## src/rtl/matrix_addsub_seq.sv

```systemverilog
// matrix_addsub_seq
// Sequential element-wise add/subtract engine for N x N signed int8 matrices.
// Both operands and the operation are captured when a start request is
// accepted. The engine then produces one saturated result element per clock,
// tracks how many elements saturated, and pulses done for one cycle when the
// whole result matrix is valid.
//
// Ports:
//   clk      system clock, all state changes on the rising edge
//   rst      asynchronous active-high reset
//   start    one-cycle request, only sampled while idle
//   op       0 = A+B, 1 = A-B, captured together with start
//   mat_a    operand A, row-major, element i at [i*W +: W]
//   mat_b    operand B, same packing as mat_a
//   mat_r    result matrix, same packing as mat_a
//   busy     high from the accepting edge until the done cycle is left
//   done     one-cycle pulse once mat_r is complete
//   ovf      sticky: some element of the current operation saturated
//   ovf_cnt  number of saturated elements in the current operation
module matrix_addsub_seq #(
  parameter int N  = 5,
  parameter int W  = 8,
  parameter int CW = 5
) (
  input  logic              clk,
  input  logic              rst,
  input  logic              start,
  input  logic              op,
  input  logic [N*N*W-1:0]  mat_a,
  input  logic [N*N*W-1:0]  mat_b,
  output logic [N*N*W-1:0]  mat_r,
  output logic              busy,
  output logic              done,
  output logic              ovf,
  output logic [CW-1:0]     ovf_cnt
);

  localparam int NE = N * N;
  localparam int MW = NE * W;
  localparam logic [CW-1:0] LAST_IDX = CW'(NE - 1);

  typedef enum logic [1:0] {
    IDLE,
    RUN,
    DONE
  } state_t;

  state_t state;
  state_t state_next;

  logic [MW-1:0]    a_reg;
  logic [MW-1:0]    b_reg;
  logic             op_reg;
  logic [CW-1:0]    idx;

  logic [W-1:0]     a_elem;
  logic [W-1:0]     b_elem;
  logic signed [W:0] sum;
  logic             sat;
  logic [W-1:0]     res_elem;

  // Element arithmetic is done one bit wider than the operands, which is
  // exactly wide enough for any sum or difference of two W-bit values. The
  // subtraction works on the raw B operand, so -128 needs no negation and
  // cases such as (-1) - (-128) = 127 come out exact. Saturation is detected
  // when the extra sign bit disagrees with the W-bit result's sign bit.
  always_comb begin
    a_elem   = a_reg[int'(idx)*W +: W];
    b_elem   = b_reg[int'(idx)*W +: W];
    if (op_reg) begin
      sum = $signed({a_elem[W-1], a_elem}) - $signed({b_elem[W-1], b_elem});
    end else begin
      sum = $signed({a_elem[W-1], a_elem}) + $signed({b_elem[W-1], b_elem});
    end
    sat      = (sum[W] != sum[W-1]);
    res_elem = sum[W-1:0];
    if (sat) begin
      res_elem = sum[W] ? {1'b1, {(W-1){1'b0}}} : {1'b0, {(W-1){1'b1}}};
    end
  end

  // State register.
  always_ff @(posedge clk or posedge rst) begin
    if (rst) begin
      state <= IDLE;
    end else begin
      state <= state_next;
    end
  end

  // Next-state logic. A start seen outside IDLE is simply dropped.
  always_comb begin
    state_next = state;
    case (state)
      IDLE:    if (start) state_next = RUN;
      RUN:     if (idx == LAST_IDX) state_next = DONE;
      DONE:    state_next = IDLE;
      default: state_next = IDLE;
    endcase
  end

  assign busy = (state != IDLE);
  assign done = (state == DONE);

  // Datapath: capture operands on acceptance, then write one result element
  // per clock. The previous result stays visible in mat_r until each element
  // is overwritten.
  always_ff @(posedge clk or posedge rst) begin
    if (rst) begin
      a_reg   <= '0;
      b_reg   <= '0;
      op_reg  <= 1'b0;
      idx     <= '0;
      mat_r   <= '0;
      ovf     <= 1'b0;
      ovf_cnt <= '0;
    end else begin
      case (state)
        IDLE: begin
          if (start) begin
            a_reg   <= mat_a;
            b_reg   <= mat_b;
            op_reg  <= op;
            idx     <= '0;
            ovf     <= 1'b0;
            ovf_cnt <= '0;
          end
        end
        RUN: begin
          mat_r[int'(idx)*W +: W] <= res_elem;
          if (sat) begin
            ovf     <= 1'b1;
            ovf_cnt <= ovf_cnt + CW'(1);
          end
          idx <= idx + CW'(1);
        end
        default: begin
        end
      endcase
    end
  end

endmodule

```

## config.mk

```make
export PLATFORM = sky130hd
export DESIGN_NAME = matrix_addsub_seq
export DESIGN_NICKNAME = d
export VERILOG_FILES = /design/src/rtl/matrix_addsub_seq.sv
export SDC_FILE = /design/constraint.sdc
export NUM_CORES = 2
export LEC_CHECK = 0
export BUFFER_PORTS_ARGS = -buffer_cell sky130_fd_sc_hd__buf_2
export CAP_MARGIN = 0
export CORE_MARGIN = 3
export CORE_UTILIZATION = 32
export DETAILED_ROUTE_END_ITERATION = 8
export GPL_TIMING_DRIVEN = 0
export SLEW_MARGIN = 20
export SYNTH_ARGS = -nofsm -noshare
export SYNTH_HDL_FRONTEND = slang
export SYNTH_SLANG_ARGS = --single-unit
```

## constraint.sdc

```tcl
create_clock -name clk -period 26.3 [get_ports clk]
set_input_delay 5.26 -clock clk [delete_from_list [all_inputs] [get_ports clk]]
set_output_delay 5.26 -clock clk [all_outputs]
set_load 0.05 [all_outputs]
```

# == Yosys cells after proc, flatten, opt, wreduce, memory -nomap -nowiden ==
# Cells that the tools add are included.
# totals
regBits,614
out_inout_bits,208
wordCells,45
inputBits,404
# op_classes
reduce_logical,7
muxes,14
n_addsub,5
n_eq_ne,7
shifts,4
# op_table
op,count
indexed part select 200 x 9 -> 8 bit,2
bitwise mux 200 bit,1
"variable shift 8 x 33 -> 200 bit, first input constant",1
indexed part select 8 x 33 -> 200 bit,1
negation 8 -> 33 bit,1
case mux 5 bit (2 select lines),2
2-to-1 mux 8 bit,2
"adder 5 x 1 -> 5 bit, second input constant",2
2-to-1 mux 5 bit,2
adder 8 x 8 -> 9 bit,1
2-to-1 mux 9 bit,1
subtractor 8 x 8 -> 9 bit,1
"!= test 2 bit, second input constant",3
AND reduction 2 bit,3
"equality test 5 bit, second input constant",1
2-to-1 mux 2 bit,2
case mux 2 bit (2 select lines),1
nonzero test 2 bit,2
AND reduction 3 bit,1
"equality test 2 x 1 -> 1 bit, second input constant",1
"equality test 2 bit, second input constant",1
zero test 2 bit,1
2-to-1 mux 1 bit,2
case mux 1 bit (2 select lines),1
!= test 1 bit,1

# == Depth between registers and ports, before layout ==
# logic_depth
depth_word,7
depth_mapped,25

# == Worst setup path before layout ==
# Ideal clock, no wire load.
# synth_path
path_type,flip-flop to output port
from,reg state[0]
to,out done
path_slack_ns,19.931
required_time_ns,21.040
arrival_time_ns,1.109
n_path_buf,0
stages_incl_launch_ff,2
path_cell_list,dfrtp_1 > nor2b_1
# synth_via
elab_chain_cells,1
# synth_rtl
element,line,source
start: declaration,48,state_t state;
start signal: assignment,87,state <= state_next;
equality test 2 bit,103,assign done = (state == DONE);
end: declaration,33,"output logic done,"
# No other way between the ends.

# == Worst setup path in the final report ==
# layout_path
from,reg idx[1]
to,reg mat_r[63]
# layout_via
elab_chain_cells,7
word_cells_on_any_way,12
# layout_rtl
element,line,source
start: declaration,54,logic [CW-1:0] idx;
start signal: assignment,135,idx <= idx + CW'(1);
indexed part select 200 x 9 -> 8 bit (on tied branches),"68, 69",
adder 8 x 8 -> 9 bit or subtractor 8 x 8 -> 9 bit (tied branches),"73, 71",
2-to-1 mux 9 bit,70,if (op_reg) begin
2-to-1 mux 8 bit or != test 1 bit (tied branches),"78, 75",
2-to-1 mux 8 bit,77,if (sat) begin
indexed part select 8 x 33 -> 200 bit,130,mat_r[int'(idx)*W +: W] <= res_elem;
bitwise mux 200 bit *,130,
end signal: indexed assignment,130,
end: declaration,31,"output logic [N*N*W-1:0] mat_r,"
# Mark *: on every way between the ends. The rest lies on a longest branch, timed or not.
# A chain may end at the register's enable or synchronous reset.

==> Implementation_results.wiki <==
{| class="wikitable"
! Metric !! Value
|-
| Critical path arrival || 9250 ps
|-
| Detailed-routing iteration count for the pre-antenna-repair pass || 6
|-
| Setup bufs post-CTS || 0
|-
| Routed wire length per instance || ~23 um
|-
| Shortest clock period the worst path allows after layout || a little under 9000 ps
|-
| Violation count after the first detailed-routing iteration || between 1000 and 1500
|-
| Startpoint Class || register
|-
| Die area || a little under 90000 um2
|-
| Half-perimeter wire length of the detailed placement result || approximately 80 mm
|-
| Slowest CP cell || sky130_fd_sc_hd__buf_1
|-
| Placeable core region || 82800 um2
|-
| TritonCTS clock tree || done
|-
| Count of different cell masters after synthesis || 56
|-
| Antenna violations before repair || 41
|-
| Clk_lat worst skew || 610 ps
|-
| FILL cells || ~8300
|-
| DRT antenna net count || 0
|-
| Commonest register cell after synthesis || sky130_fd_sc_hd__dfrtp_1
|-
| Placed cell count || ~4300
|-
| Post-synthesis xor/xnor area fraction || less than 1%
|-
| Number of cells on the worst hold path || 2
|-
| Number of nets in the finished design || approximately 3700
|-
| Worst Hold Path EP || a_reg[21]
|-
| Sinks on the clock net || approximately 610
|-
| Compound-Gate Fraction of Synth Area || about 2.5%
|-
| Starting density of the core || 32.6%
|-
| Combinational family with the most area after synthesis || simple AND/OR/NAND/NOR gates
|-
| Ports || slightly above 600
|-
| Final WL || 102 mm
|-
| Fraction of synthesized area in multiplexers || 16.8%
|-
| Pin count of the biggest net entering global routing || 103
|-
| Clock-pin transition on the worst setup and hold timing paths || roughly 60 ps
|-
| Number of violations of the max-capacitance limit || 0
|-
| FFs w/ async S/R, synth || 100%
|-
| Data required time at the worst endpoint || between 20000 and 30000 ps
|-
| Number of non-filler instances in the completed layout || approximately 4400
|-
| First-pass GRT wire length || 146 mm
|-
| Pin slew with the least headroom to its limit || 1130 ps
|-
| Overall die height || 296 um
|-
| Post-Synth Adder-Cell Area || less than 1%
|-
| Maximum number of buffers from clock root to sink || 3
|-
| Proportion of layout cells with a drive suffix above 1 || 31.7%
|-
| Reg2reg setup slack || about 17000 ps
|-
| Remaining design rule violation count || 0
|-
| Highest fanout seen on the critical path || 10
|-
| Post-Syn Area || ~27000 um2
|-
| Setup skew after layout || 32.5 ps
|-
| Vias in the first global route || roughly 22000
|-
| Final weighted congestion in routability-driven placement || ~0.9
|-
| # resized after CTS || 0
|-
| Startpoint of the lowest-slack hold path || a_reg[21]
|-
| Congestion Overflow GR || 0
|-
| # hold bufs at CTS || 0
|-
| Global-route usage over all layers || a little under a quarter
|-
| Start of the worst register-to-register path || idx[1]
|-
| Count of buffers inserted at the top-level ports || around 610
|-
| Tightest slew margin relative to the limit || 24.4%
|-
| Hold Violations, Final || 0
|-
| Post-synthesis average cell area || 10.3 um2
|-
| Area of all placed cells without fillers || 33900 um2
|-
| Post-synthesis sequential element count || 614
|-
| Mapped Nets || 3031
|-
| Post-Synthesis Cells || between 2000 and 3000
|-
| CTS Root Buffer Type || sky130_fd_sc_hd__clkbuf_16
|-
| Row Count || about 110
|-
| Most used cell along the critical path || sky130_fd_sc_hd__buf_2
|-
| Via count normalized by instance count || 4.90
|-
| Cell-by-cell listing of the critical path || buf_2 -> buf_2 -> buf_2 -> buf_2 -> buf_2 -> buf_1 -> buf_1 -> mux4_2 -> mux4_2 -> o21ai_0 -> ha_1 -> fa_1 -> nor2b_1 -> o21ai_0 -> a21boi_0 -> o21ai_0 -> a21oi_1 -> xnor2_1 -> xnor2_2 -> or2_0 -> clkbuf_1 -> clkbuf_1 -> o21ai_1
|-
| RSZ-0062 raised after global routing || false
|-
| Worst Reg2Reg Path Length in Cells || 23
|-
| H-tree depth || 3
|-
| Sum of negative setup slack || 0 ps
|-
| Max Transition Viols Final || 0
|-
| Area added between synthesis and finish || 25.9%
|-
| Total setup violations reported at the end of the flow || 0
|-
| Die width || approximately 300 um
|-
| Synthesized-area fraction occupied by and/or/nand/nor cells || roughly 20%
|-
| End of the worst register-to-register path || mat_r[63]
|-
| Number of vias in the routed layout || 21760
|-
| Path class of the lowest-slack min-delay path || reg2reg
|-
| Sequential cell area fraction in the yosys report || 57.0%
|-
| Top achievable clock speed || around 110 MHz
|-
| Number of buffers inserted during clock tree synthesis || 70
|-
| Number of enable flip-flop cells after synthesis || 0
|-
| Setup Crit Path Kind || reg2reg
|-
| Crit. End Element || register
|-
| Placed Instance Area || 31600 um2
|-
| Post-route clock period utilization || ~33%
|-
| Count of yosys warnings during synthesis || 0
|-
| Maximum cell stage delay along the critical path || approximately 740 ps
|-
| Outcome || completed
|}
==> stage by stage <==
step	util, %	setup slack (ps)	hold slack, ps
final	41.0	17490	468
after global routing	41.0	17000	483
after CTS	41.0	17390	472
after detailed placement	38.2	17450	456
after global placement	37.9	-3760	453
after floorplan	-	3850	438
==> kinds of logic after synthesis <==
| group | count (synthesis) |
|---|---|
| simple gates | 1371 |
| xor+xnor | 19 |
| fa+ha+maj | 21 |
| mux | 318 |
| buf+inv | 166 |
| flops | 614 |
| compound gates | 104 |
==> how the worst max path moves through the flow <==
| stage | slack (ps) | cells after the start | to | from |
|---|---|---|---|---|
| after CTS | 17390 | 23 | mat_r[63] | idx[1] |
| after global routing | 17000 | 23 | mat_r[55] | idx[1] |
| after detailed placement | 17450 | 23 | mat_r[31] | idx[1] |
| after floorplan | 3850 | 1 | a_reg[0] | rst |
| after global placement | -3760 | 2 | a_reg[78] | rst |
| final | 17490 | 23 | mat_r[63] | idx[1] |
==> Yosys cell counts (2+ instances only) <==
cell type	number	share of area (%)
sky130_fd_sc_hd__or2_2	3	0.070
sky130_fd_sc_hd__and2_1	4	0.093
sky130_fd_sc_hd__nand3b_1	2	0.056
sky130_fd_sc_hd__maj3_2	7	0.29
sky130_fd_sc_hd__a22o_1	5	0.16
sky130_fd_sc_hd__a221oi_1	4	0.13
sky130_fd_sc_hd__nor2_1	30	0.42
sky130_fd_sc_hd__nor3_1	14	0.26
sky130_fd_sc_hd__mux4_2	89	7.4
sky130_fd_sc_hd__a21o_1	3	0.084
sky130_fd_sc_hd__nor4_2	2	0.093
sky130_fd_sc_hd__a21oi_1	22	0.41
sky130_fd_sc_hd__xnor2_1	8	0.26
sky130_fd_sc_hd__o221ai_1	2	0.065
sky130_fd_sc_hd__o211ai_1	4	0.11
sky130_fd_sc_hd__nand4_1	6	0.14
sky130_fd_sc_hd__mux2_2	186	7.8
sky130_fd_sc_hd__buf_2	31	0.58
sky130_fd_sc_hd__clkbuf_1	108	1.5
sky130_fd_sc_hd__buf_1	8	0.11
sky130_fd_sc_hd__nor2b_1	9	0.21
sky130_fd_sc_hd__nor4_1	2	0.046
sky130_fd_sc_hd__nand2b_1	4	0.093
sky130_fd_sc_hd__inv_1	16	0.22
sky130_fd_sc_hd__ha_1	13	0.60
sky130_fd_sc_hd__xor2_1	9	0.29
sky130_fd_sc_hd__a211oi_1	4	0.11
sky130_fd_sc_hd__buf_4	2	0.056
sky130_fd_sc_hd__nand2_1	1280	18
sky130_fd_sc_hd__mux2i_1	43	1.6
sky130_fd_sc_hd__o21ai_0	30	0.56
sky130_fd_sc_hd__o22ai_1	2	0.046
sky130_fd_sc_hd__o21ai_1	10	0.19
sky130_fd_sc_hd__a22oi_1	7	0.19
sky130_fd_sc_hd__nand3_1	10	0.19
sky130_fd_sc_hd__dfrtp_1	614	57
==> critical path: cells and delay by family (launching register included) <==
kind	cells	cell delay, ps
AO/OA/AOI/OAI	6	1350
XOR/XNOR	2	670
adder cells (fa/ha/maj)	2	520
buffers and inverters	9	4500
flip-flops	1	350
multiplexers	2	920
AND/OR/NAND/NOR	2	300
==> area by class of cell <==
cell class	count	area, um2	area share [%]
antenna	15	37.5	0.111
buffer	149	607	1.79
clock buffer	97	2000	5.88
clock inverter	26	265	0.782
inverter	17	71.3	0.210
multi-input combinational	1833	11000	32.4
sequential	614	15400	45.3
tap	1070	1340	3.94
timing repair buffer	622	3270	9.63
==> per-layer routing <==
metal  track usage (%)  wire (um)  part of all wire [%]  vias to the layer above
met1              28.6      41200                    40                    10767
li1                  -          -                     -                     9977
met5                 0        165                  0.16                        -
met4              6.98       2960                   2.9                       26
met2              39.6      50200                    49                      814
met3              5.13       7650                   7.5                      176
==> placed cells by master, fill, tap and decap left out, types with 7 or more instances in the layout <==
master,synthesis,layout
sky130_fd_sc_hd__clkbuf_8,0,10
sky130_fd_sc_hd__o21ai_1,10,10
sky130_fd_sc_hd__nor2_1,30,30
sky130_fd_sc_hd__dfrtp_1,614,614
sky130_fd_sc_hd__nor3_1,14,7
sky130_fd_sc_hd__mux2_2,186,186
sky130_fd_sc_hd__clkinv_2,0,12
sky130_fd_sc_hd__buf_1,8,7
sky130_fd_sc_hd__maj3_2,7,7
sky130_fd_sc_hd__xor2_1,9,9
sky130_fd_sc_hd__nand2_1,1280,1280
sky130_fd_sc_hd__a22oi_1,7,7
sky130_fd_sc_hd__inv_1,16,15
sky130_fd_sc_hd__o21ai_0,30,30
sky130_fd_sc_hd__nor2b_1,9,9
sky130_fd_sc_hd__mux2i_1,43,43
sky130_fd_sc_hd__mux4_2,89,89
sky130_fd_sc_hd__buf_2,31,643
sky130_fd_sc_hd__clkbuf_1,108,123
sky130_fd_sc_hd__a21oi_1,22,22
sky130_fd_sc_hd__nand3_1,10,10
sky130_fd_sc_hd__ha_1,13,13
sky130_fd_sc_hd__diode_2,0,15
sky130_fd_sc_hd__xnor2_1,8,8
sky130_fd_sc_hd__clkbuf_16,0,72
sky130_fd_sc_hd__nor3_2,0,7
Power is not shown: default switching activity piles up to over one toggle a cycle in this logic, so the estimate is an artifact.
